`config.mk`:
```
export PLATFORM = sky130hd
export DESIGN_NAME = usb_nrzi_unstuff
export DESIGN_NICKNAME = d
export VERILOG_FILES = /design/src/rtl/usb_rx_pkg.sv /design/src/rtl/nrzi_bit_decoder.sv /design/src/rtl/usb_nrzi_unstuff.sv
export SDC_FILE = /design/constraint.sdc
export NUM_CORES = 1
export LEC_CHECK = 0
export CAP_MARGIN = 20
export CORE_AREA = 2 2 39 41
export DETAILED_ROUTE_END_ITERATION = 8
export DIE_AREA = 0 0 41 43
export PLACE_DENSITY = 0.54
export SLEW_MARGIN = 20
export SYNTH_ARGS = -nofsm -noshare
export SYNTH_HDL_FRONTEND = slang
export SYNTH_HIERARCHICAL = 1
export SYNTH_SLANG_ARGS = --single-unit
```
`constraint.sdc`:
```
create_clock -name clk -period 2.13 [get_ports clk]
set_clock_uncertainty 0.05 [all_clocks]
set_input_delay 0.426 -clock clk [delete_from_list [all_inputs] [get_ports clk]]
set_output_delay 0.426 -clock clk [all_outputs]
set_load 0.05 [all_outputs]
```
`src/rtl/usb_rx_pkg.sv`:
```
// usb_rx_pkg: shared definitions for the USB receive front end.
//   - unstuff_state_t : unstuffer state (DATA, SKIP)
//   - USB_STUFF_RUN   : decoded 1s after which a stuffed 0 is inserted
//   - USB_J_LEVEL     : D+ level of the idle (J) line state
package usb_rx_pkg;

  localparam int unsigned USB_STUFF_RUN = 6;
  localparam logic        USB_J_LEVEL   = 1'b1;

  typedef enum logic [0:0] {
    DATA = 1'b0,
    SKIP = 1'b1
  } unstuff_state_t;

endpackage

```
`src/rtl/nrzi_bit_decoder.sv`:
```
// nrzi_bit_decoder: registers the D+ line level and the level seen at the last
// bit strobe, and produces the combinational NRZI-decoded bit.
// Ports:
//   clk, rst      - clock, synchronous active-high reset
//   d_plus        - synchronised D+ level, sampled every clock
//   shift_enable  - bit-centre strobe
//   eop           - end of packet; re-arms the previous level to IDLE_LEVEL
//   b_c           - decoded bit for the current strobe (combinational)
module nrzi_bit_decoder #(
  parameter logic IDLE_LEVEL = 1'b1
) (
  input  logic clk,
  input  logic rst,
  input  logic d_plus,
  input  logic shift_enable,
  input  logic eop,
  output logic b_c
);

  logic line_q, line_d;
  logic prev_q, prev_d;

  // NRZI: no transition between strobes is a 1, a transition is a 0.
  assign b_c = ~(line_q ^ prev_q);

  // Next line / previous-level values; EOP returns the reference to idle (J).
  always_comb begin
    line_d = d_plus;
    prev_d = prev_q;
    if (shift_enable) begin
      if (eop) begin
        prev_d = IDLE_LEVEL;
      end else begin
        prev_d = line_q;
      end
    end
  end

  always_ff @(posedge clk) begin
    if (rst) begin
      line_q <= IDLE_LEVEL;
      prev_q <= IDLE_LEVEL;
    end else begin
      line_q <= line_d;
      prev_q <= prev_d;
    end
  end

endmodule

```
`src/rtl/usb_nrzi_unstuff.sv`:
```
// usb_nrzi_unstuff: USB receive front end combining NRZI decode, bit
// unstuffing and stuff-error detection in one registered stage.
// Build option: define NRZI_STUFF_ERR_EN to generate stuff_err; otherwise
// stuff_err is held at 0 and every stuffed bit is dropped silently.
// Ports:
//   clk, rst      - clock, synchronous active-high reset
//   d_plus        - synchronised D+ level
//   shift_enable  - one-cycle bit-centre strobe
//   eop           - end of packet level, acted on at strobes
//   d_orig        - decoded data bit (registered)
//   d_valid       - one-cycle pulse: d_orig holds a real data bit
//   stuff_err     - one-cycle pulse: the stuffed-bit position held a 1
//   ones_cnt      - current run of consecutive decoded 1s (debug)
module usb_nrzi_unstuff
  import usb_rx_pkg::*;
#(
  parameter int unsigned STUFF_RUN  = USB_STUFF_RUN,
  parameter logic        IDLE_LEVEL = USB_J_LEVEL
) (
  input  logic                             clk,
  input  logic                             rst,
  input  logic                             d_plus,
  input  logic                             shift_enable,
  input  logic                             eop,
  output logic                             d_orig,
  output logic                             d_valid,
  output logic                             stuff_err,
  output logic [$clog2(STUFF_RUN+1)-1:0]   ones_cnt
);

  localparam int unsigned CNT_W = $clog2(STUFF_RUN + 1);

  logic             b_c;
  unstuff_state_t   state_q, state_d;
  logic [CNT_W-1:0] cnt_q, cnt_d;
  logic             d_orig_q, d_orig_d;
  logic             d_valid_q, d_valid_d;
  logic             stuff_err_q, stuff_err_d;

  nrzi_bit_decoder #(
    .IDLE_LEVEL (IDLE_LEVEL)
  ) u_dec (
    .clk          (clk),
    .rst          (rst),
    .d_plus       (d_plus),
    .shift_enable (shift_enable),
    .eop          (eop),
    .b_c          (b_c)
  );

  // Unstuffing FSM: DATA passes bits through, SKIP consumes the stuffed bit.
  always_comb begin
    state_d     = state_q;
    cnt_d       = cnt_q;
    d_orig_d    = d_orig_q;
    d_valid_d   = 1'b0;
    stuff_err_d = 1'b0;
    if (shift_enable) begin
      if (eop) begin
        // EOP overrides any pending stuffed bit.
        state_d = DATA;
        cnt_d   = '0;
      end else if (state_q == DATA) begin
        d_orig_d  = b_c;
        d_valid_d = 1'b1;
        if (b_c) begin
          cnt_d = cnt_q + CNT_W'(1);
        end else begin
          cnt_d = '0;
        end
        if (cnt_d == CNT_W'(STUFF_RUN)) begin
          state_d = SKIP;
        end
      end else begin
        state_d = DATA;
`ifdef NRZI_STUFF_ERR_EN
        // A 1 in the stuffed slot is flagged and starts a new run of 1s.
        if (b_c) begin
          stuff_err_d = 1'b1;
          cnt_d       = CNT_W'(1);
        end else begin
          cnt_d = '0;
        end
`else
        cnt_d = '0;
`endif
      end
    end
  end

  always_ff @(posedge clk) begin
    if (rst) begin
      state_q     <= DATA;
      cnt_q       <= '0;
      d_orig_q    <= 1'b1;
      d_valid_q   <= 1'b0;
      stuff_err_q <= 1'b0;
    end else begin
      state_q     <= state_d;
      cnt_q       <= cnt_d;
      d_orig_q    <= d_orig_d;
      d_valid_q   <= d_valid_d;
      stuff_err_q <= stuff_err_d;
    end
  end

  assign d_orig    = d_orig_q;
  assign d_valid   = d_valid_q;
  assign stuff_err = stuff_err_q;
  assign ones_cnt  = cnt_q;

endmodule

```
* Word-level counts from Yosys, hierarchy flattened
Index checks and enable logic that the tools add are counted.
** Storage, ports and cells
- Register bits :: 8
- Output and inout bits :: 6
- Logic and storage cells :: 26
** Cells by class
- Add/sub/neg operators :: 1
- Equality and inequality tests :: 1
- Mux-type cells :: 11
- Bitwise gates (word level) :: 5
- Reductions and logical operators :: 2
** Operators by type and width (number)
- 3-bit 2-to-1 mux :: 6
- 1-bit 2-to-1 mux :: 5
- 1-bit NOT :: 4
- 3-bit by 1-bit adder with 3-bit output, second input constant :: 1
- 3-bit equality test, second input constant :: 1
- 3-bit AND reduction :: 1
- 3-bit OR reduction :: 1
- 1-bit XOR :: 1

* Longest topological paths before layout
Gate-level depths: netlist of the first run.
- Depth in word-level cells :: 9
- Depth in mapped cells :: 4
- Gate-level depth less buffers :: 4

* Hierarchy
The synthesis of the first run kept the hierarchy.
** By module, submodules not included
- usb_nrzi_unstuff :: instances 1, cells each 27, area an instance 260.2 µm²
- nrzi_bit_decoder :: instances 1, cells each 7, area an instance 78.8 µm²

* Worst setup path before layout of the first run
OpenSTA, ideal clock, no wires.
- Kind :: register to register
- From :: reg cnt_q[0] (netlist: ones_cnt[0])
- To :: reg state_q
- Library setup time :: 92 ps
- Data arrival time :: 1273 ps
- Required time :: 1988 ps
- Setup slack :: 715 ps
- Stages on the path, launching flop included :: 5
- Path buffers :: 0
- Period minus slack after synthesis :: 1415 ps
- Cell sequence :: dfxtp_1 ha_1 xor2_1 nand3b_1 o32ai_1
** On the way
- Longest elaborated chain between the ends :: 9
** Ends and longest elaborated chain
- start: declaration :: line usb_nrzi_unstuff.sv:35 : logic [CNT_W-1:0] cnt_q, cnt_d;
- start signal: assignment :: line usb_nrzi_unstuff.sv:100 : cnt_q <= cnt_d;
- 3-bit by 1-bit adder with 3-bit output :: line usb_nrzi_unstuff.sv:67 : cnt_d = cnt_q + CNT_W'(1);
- 3-bit 2-to-1 mux :: line usb_nrzi_unstuff.sv:66 : if (b_c) begin
- 3-bit 2-to-1 mux :: line usb_nrzi_unstuff.sv:63 : end else if (state_q == DATA) begin
- 3-bit 2-to-1 mux :: line usb_nrzi_unstuff.sv:59 : if (eop) begin
- 3-bit 2-to-1 mux :: line usb_nrzi_unstuff.sv:58 : if (shift_enable) begin
- 3-bit equality test :: line usb_nrzi_unstuff.sv:71 : if (cnt_d == CNT_W'(STUFF_RUN)) begin
- 1-bit 2-to-1 mux :: line usb_nrzi_unstuff.sv:71
- 1-bit 2-to-1 mux :: line usb_nrzi_unstuff.sv:63
- 1-bit 2-to-1 mux :: line usb_nrzi_unstuff.sv:59
- end signal: assignment :: line usb_nrzi_unstuff.sv:99 : state_q <= state_d;
- end: declaration :: line usb_nrzi_unstuff.sv:34 : unstuff_state_t state_q, state_d;
No other way between the ends. The select of a mux whose other input is x is not followed.
A chain may end at the register's enable or synchronous reset.

* Worst setup path after layout of the first run
- From :: reg cnt_q[0] (netlist: ones_cnt[0])
- To :: out ones_cnt[0]
** RTL lines
- end: declaration :: line usb_nrzi_unstuff.sv:28 : output logic [$clog2(STUFF_RUN+1)-1:0] ones_cnt
No word-level cell between the ends.

==> results.rst, run 1 <==
.. list-table::
   :header-rows: 1

   * - Metric
     - Value
   * - Outcome
     - finished, final reports clean
   * - Power share of the clock group
     - 0.356
   * - CTS Buffer Depth
     - 2
   * - Number of buffers and inverters on the critical path
     - 1
   * - Leading post-synthesis cells by instance count
     - 8 x dfxtp_1, 3 x nor2_1, 2 x a21oi_1, 2 x nand2_1, 2 x nand3b_1
   * - Maximum level of the CTS H-tree
     - 1
   * - Main combinational cell family by area after synthesis
     - simple AND/OR/NAND/NOR gates
   * - Depth of the worst register-to-register path
     - 4
   * - Final Hold Violating Endpoints
     - 0
   * - Path type of the worst setup path
     - flop to primary output
   * - Global route overflow
     - 0
   * - Count of buffers added by post-CTS timing repair for setup
     - 0
   * - Count of mapped cells out of synthesis
     - 34
   * - Placed insts
     - 58
   * - Per-instance average area after synthesis
     - 9.97 um2
   * - Reg power frac
     - 0.497
   * - Kind of cell adding the most delay to the critical path
     - buffers and inverters
   * - Worst Path Required
     - 1.65 ns
   * - Die boundary width
     - 41 um
   * - Core occupancy in the finished layout
     - 0.335
   * - CTS tree
     - done
   * - Antenna diode count
     - 0
   * - Share of the synthesized area in compound gates (AO/OA/AOI/OAI)
     - 0.0959
   * - Number of core rows
     - 14
   * - Source-to-sink clock delay at the later pin of the worst-skew pair
     - 0.25 ns
   * - Num CTS Buffers
     - 3
   * - Remaining max-slew budget at the tightest pin
     - 0.667
   * - Share of the synthesized netlist area taken by xor and xnor gates
     - 0.0517
   * - Share of Yosys cell area claimed by the top area cell type
     - 0.472
   * - PnR Total Power
     - 0.318 mW
   * - Cells along the critical path
     - clkdlybuf4s50_1
   * - Kind of capture point of the worst setup path
     - primary output
   * - Count of buffers from port buffering
     - 9
   * - Number of remaining DRC errors
     - 0
   * - Worst slew pin tran
     - 0.498 ns
   * - Count of endpoints failing setup in the final report
     - 0
   * - Total Nets Final
     - 53
   * - Mux cell area share after synthesis
     - 0.0295
   * - Type of the worst min-delay path
     - flop to flop
   * - Vias in the first global route
     - 269
   * - Depth of the critical timing path with buffers and inverters included
     - 1
   * - Unrepaired setup endpoints after global routing
     - no
   * - Overall Global Routing Usage
     - 0.0895
   * - Synth Net Count
     - 40
   * - PostCTS Resize Cnt
     - 0
   * - Combinational fraction of design power
     - 0.147
   * - Most frequent cell after synthesis
     - dfxtp_1
   * - Synth Area in Simple Gates
     - 0.258
   * - Post-detailed-route via-to-cell ratio
     - 4.44
   * - Number of antenna violations at the first check in global routing
     - 0
   * - Iteration count of the initial detailed-routing pass
     - 1
   * - GPL Wtd Cong
     - 0.730
   * - Die area
     - 1760 um2
   * - Largest area contributor in the synthesized netlist
     - dfxtp_1
   * - Count of antenna-violating nets left after detailed routing
     - 0
   * - Unique masters post-synth
     - 22
   * - Ratio of total power to cell area
     - 685 nW/um2
   * - Vias
     - 271
   * - Max Fanout on Critical Path
     - 4
   * - Final period demand of the worst path
     - 1.93 ns
   * - Instance count along the most critical hold path
     - 1
   * - DRC violation total after the first TritonRoute iteration
     - 0
   * - Root buffer selected by CTS
     - clkbuf_4
   * - Ports
     - 11
   * - Die Height
     - 43 um
   * - Setup TNS
     - 0 ns
   * - Maximum number of pins on one net before global-route repair
     - 11
   * - Total internal power
     - 0.238 mW
   * - Cells taking the most area after synthesis
     - dfxtp_1 47%, nand3b_1 4.4%, nor4b_2 4.4%, and4bb_2 3.7%, ha_1 3.7%
   * - Number of enable-type register cells in the synthesized netlist
     - 0
   * - Worst setup SP type
     - flop
   * - Synthesized-area fraction occupied by adder cells
     - 0.0369
   * - DP Wirelength
     - 468 um
   * - Number of sinks handled by clock tree synthesis
     - 8
   * - Endpoint arrival time on the critical path
     - 1.46 ns
   * - CTS clock-pin slew for the worst setup and hold paths
     - 0.05 ns
   * - Synthesized area
     - 339 um2
   * - Floorplan core area
     - 1380 um2
   * - Crit path max-delay cell type
     - clkdlybuf4s50_1
   * - Number of maximum-capacitance constraint violations
     - 0
   * - Reported net switching power
     - 0.0795 mW
   * - Layout Area Growth over Synthesis
     - 36.9%
   * - Post-synth ARST share
     - 0
   * - Dominant register cell in the synthesized netlist
     - dfxtp_1
   * - Maximum clock frequency
     - 0.518 GHz
   * - Wire length after detailed routing
     - 614 um
   * - Final period util
     - 0.907
   * - Synthesis-stage register bit count
     - 8
   * - First-pass GRT wire length
     - 1010 um
   * - Number of synthesis warnings
     - 6
   * - Filler Cells Inserted
     - 144
   * - Routed wirelength normalized by instance count
     - 10.1 um
   * - Starting Density
     - 0.245
   * - Sequential fraction of the synthesis area
     - 0.472
   * - Fraction of final layout cells sized beyond drive strength 1
     - 0.156
   * - Delay of the slowest cell on the worst path
     - 0.83 ns
   * - Hold-fix buffers, CTS
     - 0
   * - Number of non-filler instances in the completed layout
     - 61
   * - Leakage
     - 0.171 nW
   * - Worst vdd ir
     - 255 uV
   * - Switching part of the total
     - 0.250
   * - Number of pins with negative max-slew slack in the final report
     - 0
[registers in the layout (all words and copies together), names as in the netlist]
| signal | count |
|---|---|
| u_dec/line_q | 1 |
| state_q | 1 |
| d_valid | 1 |
| u_dec/prev_q | 1 |
| ones_cnt | 3 |
| d_orig | 1 |
[final timing paths]
check | to | slack [ns] | start
max | ones_cnt[0] | 0.20 | ones_cnt[0]
max reg2reg | ones_cnt[2] | 0.90 | ones_cnt[0]
min | d_orig | 0.42 | d_orig
min reg2reg | d_orig | 0.42 | d_orig
[final cells by class]
type                    instances  area, um2  share of cell area
repair buffers                  9       90.1               0.194
flip-flops and latches          8        160               0.345
well taps                      16       20.0              0.0431
clock buffers                   3       22.5              0.0485
inverters                       2       7.51              0.0162
multi-input cells              23        164               0.353
[metal layers]
metal | GRT usage | vias to the layer above | wire length (um)
met3 | 0.0366 | 2 | 32
met2 | 0.122 | 5 | 306
met1 | 0.0906 | 125 | 256
met4 | 0.100 | 0 | 19
met5 | 0 | - | 0
li1 | - | 139 | -
[logic make-up after synthesis]
group / after synthesis
other cells: 1
flops: 8
fa+ha+maj: 1
buf+inv: 3
compound gates: 5
xor+xnor: 2
mux: 1
simple gates: 13
[placed cells by master (no fill, tap or decap), types with 2 or more instances in the layout]
master and n:
nand2_1 2, nor2_1 3, clkdlybuf4s50_1 9, clkbuf_4 3
dfxtp_1 8, nand3b_1 2, a21oi_1 2
[power by group through the flow]
stage,sequential [mW],clock (mW),combinational (mW)
floorplan,0.172,0,0.0169
global placement,0.161,0,0.0472
detailed placement,0.161,0,0.0468
CTS,0.158,0.118,0.0470
global route,0.158,0.127,0.0501
finish,0.158,0.113,0.0467
[per-stage QoR]
stage | cell area, um2 | hold WS (ns) | worst slack (ns)
2_1_floorplan | 339 | 0.416 | 0.715
3_3_place_gp | 442 | 0.404 | 0.211
3_5_place_dp | 442 | 0.409 | 0.224
4_1_cts | 464 | 0.421 | 0.185
5_1_grt | 464 | 0.448 | 0.147
6_report | 464 | 0.416 | 0.198
Power figures use the tool's default switching activity.
==> inputs of run 2 (changes only) <==
RECOVER_POWER = 100   (was not set)
==> results.rst, run 2 (same netlist as run 1, synthesis figures left out) <==
.. list-table::
   :header-rows: 1

   * - Metric
     - Value
   * - Top library cells by usage in the layout, fill and taps aside
     - 8 x dfxtp_1, 7 x dlygate4sd3_1, 3 x nor2_1, 3 x clkbuf_4
   * - Multi-input combinational cell area
     - 158 um2 (-3.8%)
   * - DP Wirelength
     - 468 um (unchanged)
   * - Number of pins with negative max-slew slack in the final report
     - 0 (unchanged)
   * - Placed cell area
     - 442 um2 (unchanged)
   * - Layout Area Growth over Synthesis
     - 35.1%
   * - Antenna diode count
     - 0 (unchanged)
   * - Final setup margin
     - 0.135 ns (-0.0630 ns)
   * - Root buffer selected by CTS
     - clkbuf_4
   * - Number of maximum-capacitance constraint violations
     - 0 (unchanged)
   * - Worst setup SP type
     - flop
   * - PostCTS Resize Cnt
     - 0 (unchanged)
   * - Ratio of total power to cell area
     - 687 nW/um2 (+0.33%)
   * - Vias
     - 274 (+1.1%)
   * - Die boundary width
     - 41 um (unchanged)
   * - Number of non-filler instances in the completed layout
     - 61 (unchanged)
   * - Hold-fix buffers, CTS
     - 0 (unchanged)
   * - Iteration count of the initial detailed-routing pass
     - 1 (unchanged)
   * - Source-to-sink clock delay at the later pin of the worst-skew pair
     - 0.25 ns (about the same)
   * - Number of sinks handled by clock tree synthesis
     - 8 (unchanged)
   * - Worst Path Required
     - 1.65 ns (about the same)
   * - Leakage
     - 0.185 nW (+7.9%)
   * - Final instance area
     - 458 um2 (-1.3%)
   * - Number of buffers and inverters on the critical path
     - 1 (unchanged)
   * - Fraction of final layout cells sized beyond drive strength 1
     - 0.0889 (-0.0667)
   * - Setup TNS
     - 0 ns (unchanged)
   * - Type of the worst min-delay path
     - flop to flop
   * - Overall Global Routing Usage
     - 0.0895 (unchanged)
   * - Outcome
     - finished, final reports clean
   * - Hold WS
     - 0.411 ns (-0.00542 ns)
   * - Delay of the slowest cell on the worst path
     - 0.89 ns (+0.06 ns)
   * - First-pass GRT wire length
     - 1010 um (unchanged)
   * - Post-detailed-route via-to-cell ratio
     - 4.49 (+1.1%)
   * - Maximum clock frequency
     - 0.501 GHz (-3.2%)
   * - Flip-flop count of the largest register, all copies and words added
     - 3 (unchanged)
   * - Worst slew pin tran
     - 0.505 ns (+0.00728 ns)
   * - Maximum level of the CTS H-tree
     - 1 (unchanged)
   * - Maximum number of pins on one net before global-route repair
     - 11 (unchanged)
   * - CTS tree
     - done
   * - Placed insts
     - 58 (unchanged)
   * - Number of core rows
     - 14 (unchanged)
   * - Remaining max-slew budget at the tightest pin
     - 0.662 (-0.00493)
   * - Kind of cell adding the most delay to the critical path
     - buffers and inverters
   * - Kind of capture point of the worst setup path
     - primary output
   * - Die Height
     - 43 um (unchanged)
   * - Count of antenna-violating nets left after detailed routing
     - 0 (unchanged)
   * - Flip-flop and latch area
     - 160 um2 (unchanged)
   * - Vias in the first global route
     - 269 (unchanged)
   * - Ports
     - 11 (unchanged)
   * - Filler Cells Inserted
     - 146 (+1.4%)
   * - Number of antenna violations at the first check in global routing
     - 0 (unchanged)
   * - Cells along the critical path
     - dlygate4sd3_1
   * - Final period util
     - 0.937 (+0.0296)
   * - Total Nets Final
     - 53 (unchanged)
   * - Count of buffers added by post-CTS timing repair for setup
     - 0 (unchanged)
   * - Final Hold Violating Endpoints
     - 0 (unchanged)
   * - GPL Wtd Cong
     - 0.730 (unchanged)
   * - Worst vdd ir
     - 257 uV (+0.87%)
   * - Die area
     - 1760 um2 (unchanged)
   * - Count of buffers from port buffering
     - 9 (unchanged)
   * - Endpoint arrival time on the critical path
     - 1.52 ns (+0.06 ns)
   * - Final period demand of the worst path
     - 2.00 ns (+0.0630 ns)
   * - Most common cell after layout, fill and taps aside
     - dfxtp_1
   * - Number of remaining DRC errors
     - 0 (unchanged)
   * - CTS clock-pin slew for the worst setup and hold paths
     - 0.05 ns (about the same)
   * - Wire length after detailed routing
     - 617 um (+0.49%)
   * - Global route overflow
     - 0 (unchanged)
   * - Max Fanout on Critical Path
     - 4 (unchanged)
   * - Worst Setup Slack post-DPL
     - 0.224 ns (unchanged)
   * - Crit path max-delay cell type
     - dlygate4sd3_1
   * - CTS Buffer Depth
     - 2 (unchanged)
   * - Starting Density
     - 0.245 (unchanged)
   * - Path type of the worst setup path
     - flop to primary output
   * - PnR Total Power
     - 0.315 mW (-1.0%)
   * - Num CTS Buffers
     - 3 (unchanged)
   * - Unrepaired setup endpoints after global routing
     - no
   * - Count of endpoints failing setup in the final report
     - 0 (unchanged)
   * - Floorplan core area
     - 1380 um2 (unchanged)
   * - Routed wirelength normalized by instance count
     - 10.1 um (+0.49%)
   * - Core occupancy in the finished layout
     - 0.331 (-0.00452)
   * - DRC violation total after the first TritonRoute iteration
     - 0 (unchanged)
run 2: path summary, 6_finish.rpt:
kind                     from           to  slack (ns)  cells after the start
hold reg to reg        d_orig       d_orig        0.41                      1
setup / recovery  ones_cnt[0]  ones_cnt[0]        0.13                      1
setup reg to reg  ones_cnt[0]  ones_cnt[2]        0.90                      4
hold / removal         d_orig       d_orig        0.41                      1
run 2: area by class of cell:
| class | instances | area share |
|---|---|---|
| Tap cell | 16 | 0.0437 |
| Clock buffer | 3 | 0.0492 |
| Inverter | 2 | 0.0164 |
| Sequential cell | 8 | 0.350 |
| Multi-Input combinational cell | 23 | 0.344 |
| Timing Repair Buffer | 9 | 0.197 |
run 2: power by group:
part	internal, mW	total [mW]	switching [mW]
clock	0.0643	0.113	0.0490
combinational	0.0170	0.0437	0.0267
sequential	0.155	0.158	0.00288
total	0.236	0.315	0.0786
run 2: layer usage:
layer	up-vias	global-route usage	part of all wire
li1	139	-	-
met3	2	0.0366	0.052
met4	0	0.100	0.031
met2	5	0.122	0.49
met1	128	0.0906	0.42
met5	-	0	0
